<file path="src/rtl/expr_check_param_if.sv">
`default_nettype none
// ============================================================================
//  Module   : expr_check_param_if
//  Purpose  : Character stream and status bundle for the expression checker.
//             master = character source / status consumer,
//             slave  = the checker itself.
//  Revision : 1.0  initial release
// ============================================================================
interface expr_check_param_if #(
  parameter int DEPTH_W = 3
);
  logic               in_valid;
  logic [7:0]         in;
  logic               out;
  logic               err;
  logic [DEPTH_W-1:0] depth;

  modport master (
    output in_valid,
    output in,
    input  out,
    input  err,
    input  depth
  );

  modport slave (
    input  in_valid,
    input  in,
    output out,
    output err,
    output depth
  );
endinterface
`default_nettype wire

</file>
<file path="src/rtl/expr_check_param.sv">
`default_nettype none
// ============================================================================
//  Module   : expr_check_param
//  Purpose  : Streaming syntax checker for ASCII arithmetic expressions.
//             expr := term (op term)*, term := number | '(' expr ')',
//             number := 1..MAX_DIGITS digits, op := '+' | '*'.
//             Optional macro EXPR_SUB_DIV_EN adds '-' and '/' as operators.
//  Revision : 1.0  initial release
// ============================================================================
module expr_check_param #(
  parameter int MAX_DEPTH  = 7,
  parameter int DEPTH_W    = 3,
  parameter int MAX_DIGITS = 4
) (
  input  logic                   clk,
  input  logic                   clr,
  expr_check_param_if.slave      bus
);

  localparam logic [DEPTH_W-1:0] c_max_depth  = DEPTH_W'(MAX_DEPTH);
  localparam logic [DEPTH_W-1:0] c_depth_one  = DEPTH_W'(1);
  localparam logic [DEPTH_W-1:0] c_depth_zero = '0;
  localparam logic [3:0]         c_max_digits = 4'(MAX_DIGITS);

  typedef enum logic [1:0] {
    ST_START = 2'd0,   // expecting a term
    ST_NUM   = 2'd1,   // inside a number
    ST_CLOSE = 2'd2,   // just consumed ')'
    ST_ERR   = 2'd3    // absorbing error
  } state_t;

  state_t             r_state, w_state_nxt;
  logic [DEPTH_W-1:0] r_depth, w_depth_nxt;
  logic [3:0]         r_dcnt,  w_dcnt_nxt;

  logic w_is_digit;
  logic w_is_lpar;
  logic w_is_rpar;
  logic w_is_op;

  // Character classification of the incoming byte
  assign w_is_digit = (bus.in >= 8'd48) && (bus.in <= 8'd57);
  assign w_is_lpar  = (bus.in == 8'd40);
  assign w_is_rpar  = (bus.in == 8'd41);
`ifdef EXPR_SUB_DIV_EN
  assign w_is_op    = (bus.in == 8'd42) || (bus.in == 8'd43) ||
                      (bus.in == 8'd45) || (bus.in == 8'd47);
`else
  assign w_is_op    = (bus.in == 8'd42) || (bus.in == 8'd43);
`endif

  // Next-state logic; overflow/underflow cases go to ERR before any counter moves
  always_comb begin
    w_state_nxt = r_state;
    w_depth_nxt = r_depth;
    w_dcnt_nxt  = r_dcnt;
    if (bus.in_valid) begin
      case (r_state)
        ST_START: begin
          if (w_is_digit) begin
            w_state_nxt = ST_NUM;
            w_dcnt_nxt  = 4'd1;
          end else if (w_is_lpar && (r_depth < c_max_depth)) begin
            w_depth_nxt = r_depth + c_depth_one;
          end else begin
            w_state_nxt = ST_ERR;
          end
        end
        ST_NUM: begin
          if (w_is_digit) begin
            if (r_dcnt < c_max_digits) w_dcnt_nxt  = r_dcnt + 4'd1;
            else                       w_state_nxt = ST_ERR;
          end else if (w_is_op) begin
            w_state_nxt = ST_START;
            w_dcnt_nxt  = 4'd0;
          end else if (w_is_rpar && (r_depth != c_depth_zero)) begin
            w_state_nxt = ST_CLOSE;
            w_depth_nxt = r_depth - c_depth_one;
          end else begin
            w_state_nxt = ST_ERR;
          end
        end
        ST_CLOSE: begin
          if (w_is_op) begin
            w_state_nxt = ST_START;
          end else if (w_is_rpar && (r_depth != c_depth_zero)) begin
            w_depth_nxt = r_depth - c_depth_one;
          end else begin
            w_state_nxt = ST_ERR;
          end
        end
        default: begin
          // ERR absorbs everything; counters stay frozen
          w_state_nxt = ST_ERR;
        end
      endcase
    end
  end

  // State and counter registers with asynchronous clear
  always_ff @(posedge clk or posedge clr) begin
    if (clr) begin
      r_state <= ST_START;
      r_depth <= '0;
      r_dcnt  <= '0;
    end else begin
      r_state <= w_state_nxt;
      r_depth <= w_depth_nxt;
      r_dcnt  <= w_dcnt_nxt;
    end
  end

  // Status outputs decoded from registered state
  assign bus.out   = ((r_state == ST_NUM) || (r_state == ST_CLOSE)) &&
                     (r_depth == c_depth_zero);
  assign bus.err   = (r_state == ST_ERR);
  assign bus.depth = r_depth;

endmodule
`default_nettype wire

</file>
<file path="src/flat_wrapper.sv">
// flat-port wrapper written by rule: the top's interface ports become plain ports
module expr_check_param_flat 
#(
  parameter int MAX_DEPTH  = 7,
  parameter int DEPTH_W    = 3,
  parameter int MAX_DIGITS = 4
)
  (clk, clr, bus_in_valid, bus_in, bus_out, bus_err, bus_depth);
  expr_check_param_if #(.DEPTH_W(DEPTH_W)) bus_i ();
  input  logic clk;
  input  logic clr;
  input wire logic [$bits(bus_i.in_valid)-1:0] bus_in_valid;
  input wire logic [$bits(bus_i.in)-1:0] bus_in;
  output wire logic [$bits(bus_i.out)-1:0] bus_out;
  output wire logic [$bits(bus_i.err)-1:0] bus_err;
  output wire logic [$bits(bus_i.depth)-1:0] bus_depth;
  assign bus_i.in_valid = bus_in_valid;
  assign bus_i.in = bus_in;
  assign bus_out = bus_i.out;
  assign bus_err = bus_i.err;
  assign bus_depth = bus_i.depth;
  expr_check_param #(.MAX_DEPTH(MAX_DEPTH), .DEPTH_W(DEPTH_W), .MAX_DIGITS(MAX_DIGITS)) u_core (.clk(clk), .clr(clr), .bus(bus_i));
endmodule
</file>
<file path="config.mk">
export PLATFORM = sky130hd
export DESIGN_NAME = expr_check_param_flat
export DESIGN_NICKNAME = d
export VERILOG_FILES = /design/src/rtl/expr_check_param_if.sv /design/src/rtl/expr_check_param.sv /design/src/flat_wrapper.sv
export SDC_FILE = /design/constraint.sdc
export NUM_CORES = 1
export LEC_CHECK = 0
export ABC_AREA = 1
export CORE_UTILIZATION = 40
export DETAILED_ROUTE_END_ITERATION = 10
export DONT_BUFFER_PORTS = 1
export PLACE_DENSITY = 0.57
export RECOVER_POWER = 50
export SLEW_MARGIN = 10
export SYNTH_ARGS = -nofsm -noshare
export SYNTH_HDL_FRONTEND = slang
export SYNTH_SLANG_ARGS = --single-unit
</file>
<file path="constraint.sdc">
create_clock -name clk -period 4.3 [get_ports clk]
set_input_delay 1.075 -clock clk [delete_from_list [all_inputs] [get_ports clk]]
set_output_delay 1.075 -clock clk [all_outputs]
set_load 0.01 [all_outputs]
</file>
==> reports/qor.yml, run 1 <==
run_status: "finished, final reports clean"
wl_per_cell_um: 10.5
synth_compound_area_share_pct: 4.71
hpwl_um: 1450
synth_area_um2: 876
synthMuxAreaShare_pct: 0
drv_cap: 0
ctsLongestPathBuffers: 2
post_synth_and_or_nand_nor_area_fraction_pct: 45.1
yosysSeqAreaShare_pct: 25.7
synth-adder-area-share_pct: 9.43
die_h_um: 48.8
nets: 159
p_clk_share_pct: 12.2
area_delta_synth_final_pct: 5.86
synth_top_family_by_area: "simple AND/OR/NAND/NOR gates"
place_congestion: 0.822
synth_cells: 137
report.final.slew_viol_count: 0
wirelength_um: 1760
slew_headroom_pct: 64.9
pre_cts_ws_ns: 2.15
cts_tree: "yes"
synth_xor_area_share_pct: 3.00
critical_path_class: "reg2out"
vias_per_cell: 4.73
htree_levels: 1
power_switching_share_pct: 50.3
first_iter_violations: 23
rsz0062_at_grt: "no"
die_width_um: 48.8
die_area_um2: 2380
worst_ep_required_time_ns: 3.22
vias: 795
nFillCells: 224
synth.avg_cell_area_um2: 6.39
clock_sinks: 9
grt_pass1_vias: 743
gr-total-overflow: 0
crit_fanout: 4
worst_pin_slew_ns: 0.524
core_area_um2: 2000
setup_viol: 0
cellPowerDensity_nw_per_um2: 591
grt_max_degree: 10
cts_buffers: 3
ys_ff_latch: 9
timing.fmax_mhz: 412
dr.pass1.iters: 4
antenna_cells: 0
antenna_found_initial: 0
hold_path_class: "reg2reg"
cts_resized: 0
ant_nets: 0
num_rows: 16
clk_transition_reported_paths_ns: 0.07
cts_root_buf: "clkbuf_4"
power_frac_seq_pct: 28.4
pwr-share-comb_pct: 59.4
clock_latency_ns: 0.26
setup_slack_ns: 1.87
holdBufCountCts: 0
route.detailed.drc: 0
ys_types: 20
final_hold_viol_count: 0
start_util_pct: 43.8
period_minus_slack_ns: 2.43
drive_gt1_share_pct: 12.1
ios: 16
grt_usage_pct: 17.3
syn_nets: 154
power.internal_w: 0.000272
p_sw_w: 0.000276
period_share_pct: 56.4
cp-end-kind: "primary output"
critPathLaunchType: "register"
cts_setup_buffers: 0
final.setup.tns_ns: 0
grt_pass1_wl_um: 3230
ys_warn_count: 0
fin_worst_skew_ns: 0.00166
crit_arrival_ns: 1.35
port_buffers: 0
ir_worst_vdd_v: 0.000341
p_leak_nw: 0.505
-- power by group through the flow --
stage / Combinational [W] / Sequential (W) / Clock [W]
after floorplan: 0.000278 / 0.000148 / 0
after global placement: 0.000328 / 0.000157 / 0
after detailed placement: 0.000329 / 0.000159 / 0
after CTS: 0.000331 / 0.000157 / 0.0000681
after global routing: 0.000382 / 0.000163 / 0.0000737
final: 0.000325 / 0.000156 / 0.0000667
-- worst paths after layout --
path | slack, ns | cells past startpoint | start | end
max | 1.87 | 4 | u_core.r_state[0] | bus_out
max in group asynchronous | 3.40 | 1 | clr | u_core.r_dcnt[2]
max reg2reg | 2.66 | 6 | u_core.r_state[0] | u_core.bus.depth[2]
min reg2reg | 0.46 | 2 | u_core.r_dcnt[3] | u_core.r_dcnt[3]
min | 0.46 | 2 | u_core.r_dcnt[3] | u_core.r_dcnt[3]
min in group asynchronous | 0.65 | 1 | clr | u_core.r_state[1]
-- flip-flops by register name, indices dropped and copies added, names as in the netlist --
register	count
u_core.r_state	2
u_core.r_dcnt	4
u_core.bus.depth	3
-- critical path: stages, from the launching register on --
cell     delay, ns
dfrtp_1       0.40
inv_1         0.08
ha_1          0.37
inv_1         0.06
nor2_1        0.19
-- area by class of cell --
type / count / area [µm²] / share of cell area, %
Clock buffer: 3 / 22.5 / 2.43
Clock inverter: 1 / 5.00 / 0.540
Inverter: 28 / 105 / 11.3
Multi-Input combinational cell: 100 / 536 / 57.8
Sequential cell: 9 / 225 / 24.3
Tap cell: 27 / 33.8 / 3.64
-- per-layer routing --
layer	global-route usage, %	vias to the layer above	share of wire [%]
li1	-	431	-
met2	27.3	14	46
met4	2.94	0	0
met5	0	-	0
met3	4.67	0	3.6
met1	23.8	350	51
-- logic make-up (layout without fill, tap and decap cells) --
logic type	after synthesis	in the layout
buffers and inverters	28	32
AO/OA/AOI/OAI	6	6
XOR/XNOR	3	3
adder cells (fa/ha/maj)	6	6
AND/OR/NAND/NOR	85	85
flip-flops	9	9
-- through the flow --
stage	hold slack [ns]	cells	util [%]	area [µm²]	total power, W
finish	0.463	168	46.3	927	0.000548
global route	0.479	168	46.3	927	0.000619
CTS	0.470	168	46.8	937	0.000556
detailed placement	0.454	164	45.4	910	0.000488
global placement	0.453	164	45.4	910	0.000485
floorplan	0.436	137	-	876	0.000426
-- Yosys cell counts --
master    number  share of area, %
xnor2_1        2               2.0
o21ai_2        2               2.0
o21ai_1        2               1.1
o21ai_0        1              0.57
nor2_1        13               5.6
nand3_2        2               2.3
nand3b_1       2               1.7
inv_1         27                12
ha_1           5               7.1
nand4_1        6               4.3
fa_1           1               2.3
nor2_2         4               2.9
xor2_1         1               1.0
nand3_1       11               6.3
a21oi_2        1               1.0
inv_2          1              0.43
nand2_2        4               2.9
nor2_4         1               1.3
nand2_1       42                18
dfrtp_1        9                26
-- layout by cell type, fill, tap and decap left out --
master    synthesis  routed
nor2_1           13      14
nand3_2           2       2
o21ai_0           1       1
clkinv_2          0       1
o21ai_2           2       2
nand3b_1          2       2
inv_2             1       1
dfrtp_1           9       9
fa_1              1       1
xnor2_1           2       2
nand4_1           6       6
nand2_2           4       3
nand3_1          11      11
clkbuf_4          0       3
ha_1              5       5
nand2_1          42      43
xor2_1            1       1
inv_1            27      27
o21ai_1           2       2
nor2_2            4       4
a21oi_2           1       1
Note: power is estimated with default switching activity, not from simulation.
==> run 2: changes to the inputs <==
Settings changed: PLACE_DENSITY 0.57 to 0.59.
Clock period 4.3 ns to 2.14 ns, I/O delays scaled along.
==> run 2 against run 1 <==
Effect of this change: clock power grew 95%; hold slack worse by 0.35 ns; core utilization increased by 0.50 points; global-route usage rose by 0.078 points; critical endpoint unchanged; count of clock-buffer cells in the layout did not move; clock skew is 0.0021 ns higher; die area did not move; final cell count unchanged; sequential share of layout area shrank 0.26 points.
==> reports/qor.yml, run 2 (same netlist as run 1, synthesis figures left out) <==
ios: 16  # unchanged
htree_levels: 1  # unchanged
grt_pass1_wl_um: 3330  # was 3230 µm
grt_max_degree: 10  # unchanged
port_buffers: 0  # unchanged
final_cell_count_no_fill: 168  # unchanged
dr.pass1.iters: 4  # unchanged
timing.fmax_mhz: 528
setup_slack_ns: 0.245  # was 1.87 ns
crit_fanout: 4  # unchanged
crit_arrival_ns: 1.36  # was 1.35 ns
cts_buffers: 3  # unchanged
critPathLaunchType: "register"  # unchanged
wl_per_cell_um: 10.9  # was 10.5 µm
period_minus_slack_ns: 1.90
report.final.slew_viol_count: 0  # unchanged
wirelength_um: 1830  # was 1760 µm
cellPowerDensity_nw_per_um2: 1190  # was 591 nW/µm²
drive_gt1_share_pct: 13.5  # was 12.1%
worst_pin_slew_ns: 0.340  # was 0.524 ns
slew_headroom_pct: 77.3  # was 64.9%
cts_root_buf: "clkbuf_4"  # unchanged
antenna_found_initial: 0  # unchanged
final.setup.tns_ns: 0  # unchanged
ctsLongestPathBuffers: 2  # unchanged
place_congestion: 0.845  # was 0.822
rsz0062_at_grt: "no"  # unchanged
clk_transition_reported_paths_ns: 0.07  # about the same
ant_nets: 0  # unchanged
cts_resized: 0  # unchanged
pre_cts_ws_ns: 0.520  # was 2.15 ns
period_share_pct: 88.6
start_util_pct: 43.8  # unchanged
run_status: "finished, final reports clean"  # unchanged
route.detailed.drc: 0  # unchanged
hpwl_um: 1540  # was 1450 µm
first_iter_violations: 16  # was 23
critical_path_class: "reg2out"  # unchanged
grt_usage_pct: 17.4  # was 17.3%
drv_cap: 0  # unchanged
holdBufCountCts: 0  # unchanged
antenna_cells: 0  # unchanged
final_hold_viol_count: 0  # unchanged
num_rows: 16  # unchanged
largest_reg_flops: 4  # unchanged
vias_per_cell: 4.84  # was 4.73
gr-total-overflow: 0  # unchanged
area_delta_synth_final_pct: 7.00  # was 5.86%
grt_pass1_vias: 793  # was 743
clock_latency_ns: 0.26  # about the same
cts_tree: "yes"  # unchanged
hold_path_class: "in2async"  # was reg2reg
top_register: "u_core.r_dcnt"  # unchanged
p_leak_nw: 0.505  # about the same
core_area_um2: 2000  # unchanged
die_area_um2: 2380  # unchanged
fin_worst_skew_ns: 0.00372  # was 0.00166 ns
clock_sinks: 9  # unchanged
die_h_um: 48.8  # unchanged
die_width_um: 48.8  # unchanged
final_util_pct: 46.8  # was 46.3%
vias: 813  # was 795
post-place-cells: 164  # unchanged
final_common_cell: "nand2_1"  # unchanged
setup_viol: 0  # unchanged
worst_ep_required_time_ns: 1.60  # was 3.22 ns
ir_worst_vdd_v: 0.000744  # was 0.000341 V
mostFrequentLayoutCells: "nand2_1 (42), inv_1 (27), nor2_1 (13), nand3_1 (11), dfrtp_1 (9)"  # was nand2_1 (43), inv_1 (27), nor2_1 (14), nand3_1 (11), dfrtp_1 (9)
nets: 159  # unchanged
cp-end-kind: "primary output"  # unchanged
cts_setup_buffers: 0  # unchanged
## run 2: cell counts in the layout (fill, tap and decap cells not counted)
No cell type changed its count.
## run 2: power breakdown
group / leakage (nW) / internal (W) / switching [W]
Combinational: 0.375 / 0.000254 / 0.000415
Clock: 0.0177 / 0.0000689 / 0.0000612
Sequential: 0.112 / 0.000226 / 0.0000873
Total: 0.505 / 0.000549 / 0.000563
## run 2: layout make-up
cell class	instances	area, µm²
well taps	27	33.8
clock buffers	3	22.5
flip-flops and latches	9	225
multi-input cells	100	546
clock inverters	1	5.00
fillers	228	1060
inverters	28	105
## run 2: worst paths after layout
check	slack, ns	startpoint	end	depth (start not counted)
min in group clk	0.47	u_core.r_dcnt[3]	u_core.r_dcnt[3]	2
worst min register to register	0.47	u_core.r_dcnt[3]	u_core.r_dcnt[3]	2
worst max-delay path	0.24	u_core.r_state[0]	bus_out	4
max in group asynchronous	1.78	clr	u_core.r_dcnt[2]	1
worst min-delay path	0.11	clr	u_core.r_dcnt[0]	1
worst max register to register	0.50	u_core.r_state[0]	u_core.bus.depth[2]	6
## run 2: worst max-delay path, cell delays in order, from the launching register on
cell     delay [ns]
dfrtp_1        0.40
inv_1          0.08
ha_1           0.38
inv_1          0.06
nor2_1         0.19
## run 2: per-stage QoR
stage	cell area, µm²	power [W]	hold WS, ns
after floorplan	876	0.000855	0.363
after global placement	910	0.000969	0.407
after detailed placement	910	0.000989	0.407
after CTS	937	0.00112	0.123
after global routing	937	0.00125	0.132
final	937	0.00111	0.113
## run 2: layer usage
| metal | global-route usage, % | vias to the layer above | routed length (µm) |
|---|---|---|---|
| met1 | 24.1 | 367 | 902 |
| met5 | 0 | - | 0 |
| met4 | 1.47 | 0 | 0 |
| li1 | - | 430 | - |
| met3 | 3.12 | 0 | 65 |
| met2 | 29.2 | 16 | 862 |
